===== src/rtl/load_store_unit.sv =====
// Data-memory initiator: turns RV32 load/store requests into word-aligned transfers
// with byte enables, splitting word-crossing accesses into two back-to-back transfers.
module load_store_unit #(
    parameter int unsigned TIMEOUT = 255
) (
    input  logic        clk,
    input  logic        rst,
    input  logic        start,
    input  logic        is_store,
    input  logic [2:0]  funct3,
    input  logic [31:0] addr,
    input  logic [31:0] wdata,
    output logic        busy,
    output logic        done,
    output logic        err,
    output logic [31:0] rdata,
    output logic        mem_req,
    output logic        mem_we,
    output logic [31:0] mem_addr,
    output logic [3:0]  mem_be,
    output logic [31:0] mem_wdata,
    input  logic        mem_ready,
    input  logic [31:0] mem_rdata
);

    localparam int unsigned CW = (TIMEOUT < 2) ? 1 : $clog2(TIMEOUT);
    localparam logic [CW-1:0] LIMIT = CW'(TIMEOUT - 1);

    typedef enum logic [1:0] {IDLE, ACC0, ACC1, DONE} state_t;

    state_t        state;
    logic          req_store;
    logic [2:0]    req_f3;
    logic [31:0]   req_addr;
    logic [31:0]   req_wdata;
    logic [31:0]   lo_word;
    logic [CW-1:0] wait_cnt;

    logic [1:0]    sel_sz;
    logic [1:0]    sel_off;
    logic [31:0]   sel_wdata;
    logic [7:0]    span;
    logic [63:0]   wide;
    logic [55:0]   asm_bytes;
    logic [31:0]   raw;
    logic [31:0]   load_val;

    function automatic logic legal_req(input logic st, input logic [2:0] f3);
        logic ok;
        ok = (f3[1:0] != 2'b11);
        if (st && f3[2])
            ok = 1'b0;
        if (!st && f3[2] && f3[1])
            ok = 1'b0;
        return ok;
    endfunction

    function automatic logic [7:0] lane_span(input logic [1:0] sz, input logic [1:0] off);
        logic [7:0] m;
        case (sz)
            2'b00:   m = 8'h01;
            2'b01:   m = 8'h03;
            default: m = 8'h0F;
        endcase
        return m << off;
    endfunction

    // In IDLE the lanes come straight from the request inputs so the first transfer
    // can be registered on the accepting edge; afterwards from the captured request.
    always_comb begin
        if (state == IDLE) begin
            sel_sz    = funct3[1:0];
            sel_off   = addr[1:0];
            sel_wdata = wdata;
        end else begin
            sel_sz    = req_f3[1:0];
            sel_off   = req_addr[1:0];
            sel_wdata = req_wdata;
        end
        span = lane_span(sel_sz, sel_off);
        wide = {32'b0, sel_wdata} << {sel_off, 3'b000};
    end

    // Bytes above lane 2 of the second word can never belong to a split access.
    always_comb begin
        if (state == ACC1)
            asm_bytes = {mem_rdata[23:0], lo_word};
        else
            asm_bytes = {24'b0, mem_rdata};
        case (req_addr[1:0])
            2'd0:    raw = asm_bytes[31:0];
            2'd1:    raw = asm_bytes[39:8];
            2'd2:    raw = asm_bytes[47:16];
            default: raw = asm_bytes[55:24];
        endcase
        case (req_f3)
            3'b000:  load_val = {{24{raw[7]}}, raw[7:0]};
            3'b001:  load_val = {{16{raw[15]}}, raw[15:0]};
            3'b100:  load_val = {24'b0, raw[7:0]};
            3'b101:  load_val = {16'b0, raw[15:0]};
            default: load_val = raw;
        endcase
    end

    always_ff @(posedge clk or negedge rst) begin
        if (!rst) begin
            state     <= IDLE;
            req_store <= 1'b0;
            req_f3    <= '0;
            req_addr  <= '0;
            req_wdata <= '0;
            lo_word   <= '0;
            wait_cnt  <= '0;
            busy      <= 1'b0;
            done      <= 1'b0;
            err       <= 1'b0;
            rdata     <= '0;
            mem_req   <= 1'b0;
            mem_we    <= 1'b0;
            mem_addr  <= '0;
            mem_be    <= '0;
            mem_wdata <= '0;
        end else begin
            case (state)
                IDLE: begin
                    if (start) begin
                        req_store <= is_store;
                        req_f3    <= funct3;
                        req_addr  <= addr;
                        req_wdata <= wdata;
                        wait_cnt  <= '0;
                        if (legal_req(is_store, funct3)) begin
                            state     <= ACC0;
                            busy      <= 1'b1;
                            mem_req   <= 1'b1;
                            mem_we    <= is_store;
                            mem_addr  <= {addr[31:2], 2'b00};
                            mem_be    <= span[3:0];
                            mem_wdata <= wide[31:0];
                        end else begin
                            state <= DONE;
                            done  <= 1'b1;
                            err   <= 1'b1;
                            rdata <= '0;
                        end
                    end
                end
                ACC0, ACC1: begin
                    if (mem_req && mem_ready) begin
                        wait_cnt <= '0;
                        if (state == ACC0 && span[7:4] != 4'b0000) begin
                            state     <= ACC1;
                            lo_word   <= mem_rdata;
                            mem_addr  <= {req_addr[31:2] + 30'd1, 2'b00};
                            mem_be    <= span[7:4];
                            mem_wdata <= wide[63:32];
                        end else begin
                            state   <= DONE;
                            busy    <= 1'b0;
                            mem_req <= 1'b0;
                            mem_we  <= 1'b0;
                            mem_be  <= '0;
                            done    <= 1'b1;
                            err     <= 1'b0;
                            rdata   <= req_store ? 32'b0 : load_val;
                        end
                    end else if (wait_cnt == LIMIT) begin
                        // Responder never answered: abandon the access with an error.
                        state   <= DONE;
                        busy    <= 1'b0;
                        mem_req <= 1'b0;
                        mem_we  <= 1'b0;
                        mem_be  <= '0;
                        done    <= 1'b1;
                        err     <= 1'b1;
                        rdata   <= '0;
                    end else begin
                        wait_cnt <= wait_cnt + CW'(1);
                    end
                end
                DONE: begin
                    state <= IDLE;
                    done  <= 1'b0;
                    err   <= 1'b0;
                end
                default: state <= IDLE;
            endcase
        end
    end

endmodule


===== config.mk =====
export PLATFORM = sky130hd
export DESIGN_NAME = load_store_unit
export DESIGN_NICKNAME = d
export VERILOG_FILES = /design/src/rtl/load_store_unit.sv
export SDC_FILE = /design/constraint.sdc
export NUM_CORES = 1
export LEC_CHECK = 0
export CAP_MARGIN = 20
export CORE_MARGIN = 1
export CORE_UTILIZATION = 54
export DETAILED_ROUTE_END_ITERATION = 12
export PLACE_DENSITY = 0.92
export SYNTH_ARGS = -nofsm -noshare
export SYNTH_HDL_FRONTEND = slang
export SYNTH_SLANG_ARGS = --single-unit

===== constraint.sdc =====
create_clock -name clk -period 3.6 [get_ports clk]
set_clock_uncertainty 0.2 [all_clocks]
set_input_delay 0.54 -clock clk [delete_from_list [all_inputs] [get_ports clk]]
set_output_delay 0.54 -clock clk [all_outputs]
set_load 0.1 [all_outputs]

==> flow_metrics.py <==
metrics = {
    "status": {
        "status": "complete, no violations",
    },
    "clocking": {
        "cts_inserted_buffers": 24,
        "cts.reportedPaths.clkPinSlew_ns": 0.06,
        "clock_sink_total": 212,
        "ctsRootBufferMaster": "sky130_fd_sc_hd__clkbuf_16",
        "clock_tree_from_tritoncts": "built",
        "ctsHtreeMaxLevel": 1,
        "clock_latency_ns": 0.52,
        "cts_buffer_depth": 3,
        "cts.repair.resized": 0,
    },
    "logic_synthesis": {
        "yosysWarningCount": 0,
        "synth-main-ff-cell": "sky130_fd_sc_hd__dfrtp_1",
        "yosys_register_bits": 212,
        "postSynth.asyncResetShare_pct": 100.0,
        "synth_enable_flop_cells": 0,
        "syn_area_mm2": 0.01196,
        "synth_cells": 1147,
        "synth.top_cells.by_area": "sky130_fd_sc_hd__dfrtp_1 (44%), sky130_fd_sc_hd__mux2_2 (7.7%), sky130_fd_sc_hd__mux2i_1 (5.8%), sky130_fd_sc_hd__mux4_2 (5.5%), sky130_fd_sc_hd__nand2_1 (5.1%)",
        "leading_area_contributor_after_synthesis": "sky130_fd_sc_hd__dfrtp_1",
        "post-synth-top-area-fraction_pct": 44.37,
        "synth.yosys.seq_area_share_pct": 44.37,
        "synth_cell_types": 65,
        "synth_area_per_cell_um2": 10.43,
    },
    "global_route": {
        "globalRouteTotalUtil_pct": 29.70,
        "grt_max_degree": 91,
        "grt_antenna_before_repair": 2,
        "remaining_global_route_overflow": 0,
        "grt_first_pass_wirelength_um": 52790,
        "first_global_vias": 10080,
    },
    "place": {
        "hpwl_um": 23490,
        "port-buffer-count": 206,
        "globalplace.congestion": 0.9053,
    },
    "cells_and_area": {
        "drive_gt1_share_pct": 14.75,
        "final_net_count": 1434,
        "most_frequent_standard_cell_in_the_layout_excluding_fill_and_tap_cells": "sky130_fd_sc_hd__dfrtp_1",
        "area.growth.synth_to_final_pct": 25.25,
        "fill_cells": 1459,
        "commonest_cells_after_routing_fill_and_taps_aside": "sky130_fd_sc_hd__dfrtp_1 (212), sky130_fd_sc_hd__clkdlybuf4s50_1 (196), sky130_fd_sc_hd__nand2_1 (161)",
    },
    "sta": {
        "period_share_pct": 94.95,
        "max_clock_freq_mhz": 292.5,
        "setup_repair_after_global_routing_missed_its_margin": "false",
        "timing_hold_violations_final": 0,
        "setup_viol_count_final": 0,
        "slew_headroom_pct": 27.74,
        "drv_slew": 0,
        "setup_total_negative_slack_ns": 0,
        "worst_pin_slew_ns": 1.084,
        "finalCriticalPeriod_ns": 3.418,
    },
    "detailed_routing": {
        "via_count": 10370,
        "drtAntennaViolNets": 0,
        "drtIter0Drc": 1056,
        "detail_route.vias_per_cell": 6.409,
        "drt_first_pass_iters": 6,
        "route.detailed.drc": 0,
        "wl_per_cell_um": 21.06,
        "totalWireLength_um": 34080,
    },
    "min_path": {
        "hold_path.class": "reg2reg",
    },
    "critical_path": {
        "setup.worst_path.end_class": "register",
        "worstPathMaxFanout": 44,
        "critPathLaunchType": "register",
        "worst-endpoint-arrival_ns": 3.60,
        "worst-setup-path-type": "reg2reg",
        "cp.required_ns": 3.78,
    },
    "floorplan": {
        "die_y_um": 150.8,
        "die_width_um": 150.8,
        "die_area_mm2": 0.02274,
        "floorplan.initialDensity_pct": 54.96,
        "top_level_ports": 209,
        "floorplan.core_area_mm2": 0.02176,
        "row_count": 54,
    },
    "run": {
        "maxCapViolCount": 0,
    },
}
==> metal layers <==
| metal | GRT usage, % | part of all wire, % | vias up |
|---|---|---|---|
| met5 | 0 | 0.035 | - |
| met4 | 16.10 | 5.5 | 2 |
| met3 | 6.265 | 8.7 | 125 |
| met2 | 44.93 | 46 | 568 |
| met1 | 40.02 | 39 | 5119 |
| li1 | - | - | 4556 |
==> worst max-delay path: stages (launching register included) <==
cell	delay, ns
sky130_fd_sc_hd__dfrtp_1	0.44
sky130_fd_sc_hd__inv_1	0.12
sky130_fd_sc_hd__ha_2	0.36
sky130_fd_sc_hd__buf_4	0.42
sky130_fd_sc_hd__nand4_1	0.38
sky130_fd_sc_hd__a211oi_4	0.47
sky130_fd_sc_hd__or3_1	0.18
sky130_fd_sc_hd__buf_4	0.32
sky130_fd_sc_hd__mux2_1	0.37
==> Yosys cell counts (all sizes together), types with 9 or more instances <==
master,count
nor3,38
nand3,16
mux4,29
o21ai,72
clkbuf,48
dfrtp,212
a31oi,11
a22o,15
inv,14
o22ai,18
mux2,126
o31ai,18
and4,11
mux2i,71
nor2,58
nand4,11
a32o,16
nand2,162
nor2b,10
buf,42
ha,9
xnor2,11
a21oi,45
==> state kept, by name (all words and copies together), names as in the netlist, 3 cells and up <==
signal	flops
mem_wdata	32
mem_be	4
wait_cnt	8
req_wdata	32
rdata	32
lo_word	32
mem_addr	30
req_f3	3
req_addr	32
==> final cells by class <==
class / instances / area [µm²] / area share (%)
antenna: 2 / 5.005 / 0.03342
clock buffer: 38 / 724.4 / 4.837
clock inverter: 3 / 17.52 / 0.1170
inverter: 14 / 52.55 / 0.3509
multi-input combinational: 832 / 6218 / 41.52
sequential: 212 / 5305 / 35.42
tap: 280 / 350.3 / 2.339
timing repair buffer: 237 / 2303 / 15.38
==> worst paths after layout <==
check,slack (ns),cells after the start,start,end
setup reg to reg,0.18,8,state[1]$_DFFE_PN0P_,rdata[3]$_DFFE_PN0P_
setup / recovery,0.18,8,state[1]$_DFFE_PN0P_,rdata[3]$_DFFE_PN0P_
max in group asynchronous,1.91,3,rst,req_addr[4]$_DFFE_PN0P_
min in group asynchronous,0.43,2,rst,mem_addr[14]$_DFFE_PN0P_
hold reg to reg,0.27,2,lo_word[25]$_DFFE_PN0P_,lo_word[25]$_DFFE_PN0P_
hold / removal,0.27,2,lo_word[25]$_DFFE_PN0P_,lo_word[25]$_DFFE_PN0P_
==> cell families (layout without fill, tap and decap cells) <==
kind of cell,count (synthesis),count (layout),synth area share (%)
compound gates,243,243,13.52
xor+xnor,16,16,1.172
fa+ha+maj,9,9,0.9417
buf+inv,104,292,3.798
flops,212,212,44.37
mux,226,226,23.41
other cells,1,4,0.03136
simple gates,336,336,12.77
==> metrics by stage <==
stage	worst slack (ns)	cells	util, %	hold WS, ns	area (µm²)
floorplan	0.6782	1148	-	0.04441	11960
finish	0.1817	1618	68.84	0.2743	14980
global placement	0.4782	1574	65.36	0.2516	14220
CTS	0.2661	1616	68.82	0.2765	14970
detailed placement	0.3168	1574	65.36	0.2622	14220
global route	0.1024	1617	68.83	0.2906	14970
==> timing repair <==
item,in CTS,in global routing
hold buffers,1,0
setup buffers,0,0
endpoints found under the hold margin,86,0
Power is not shown: default switching activity piles up to over one toggle a cycle in this logic, so the estimate is an artifact.
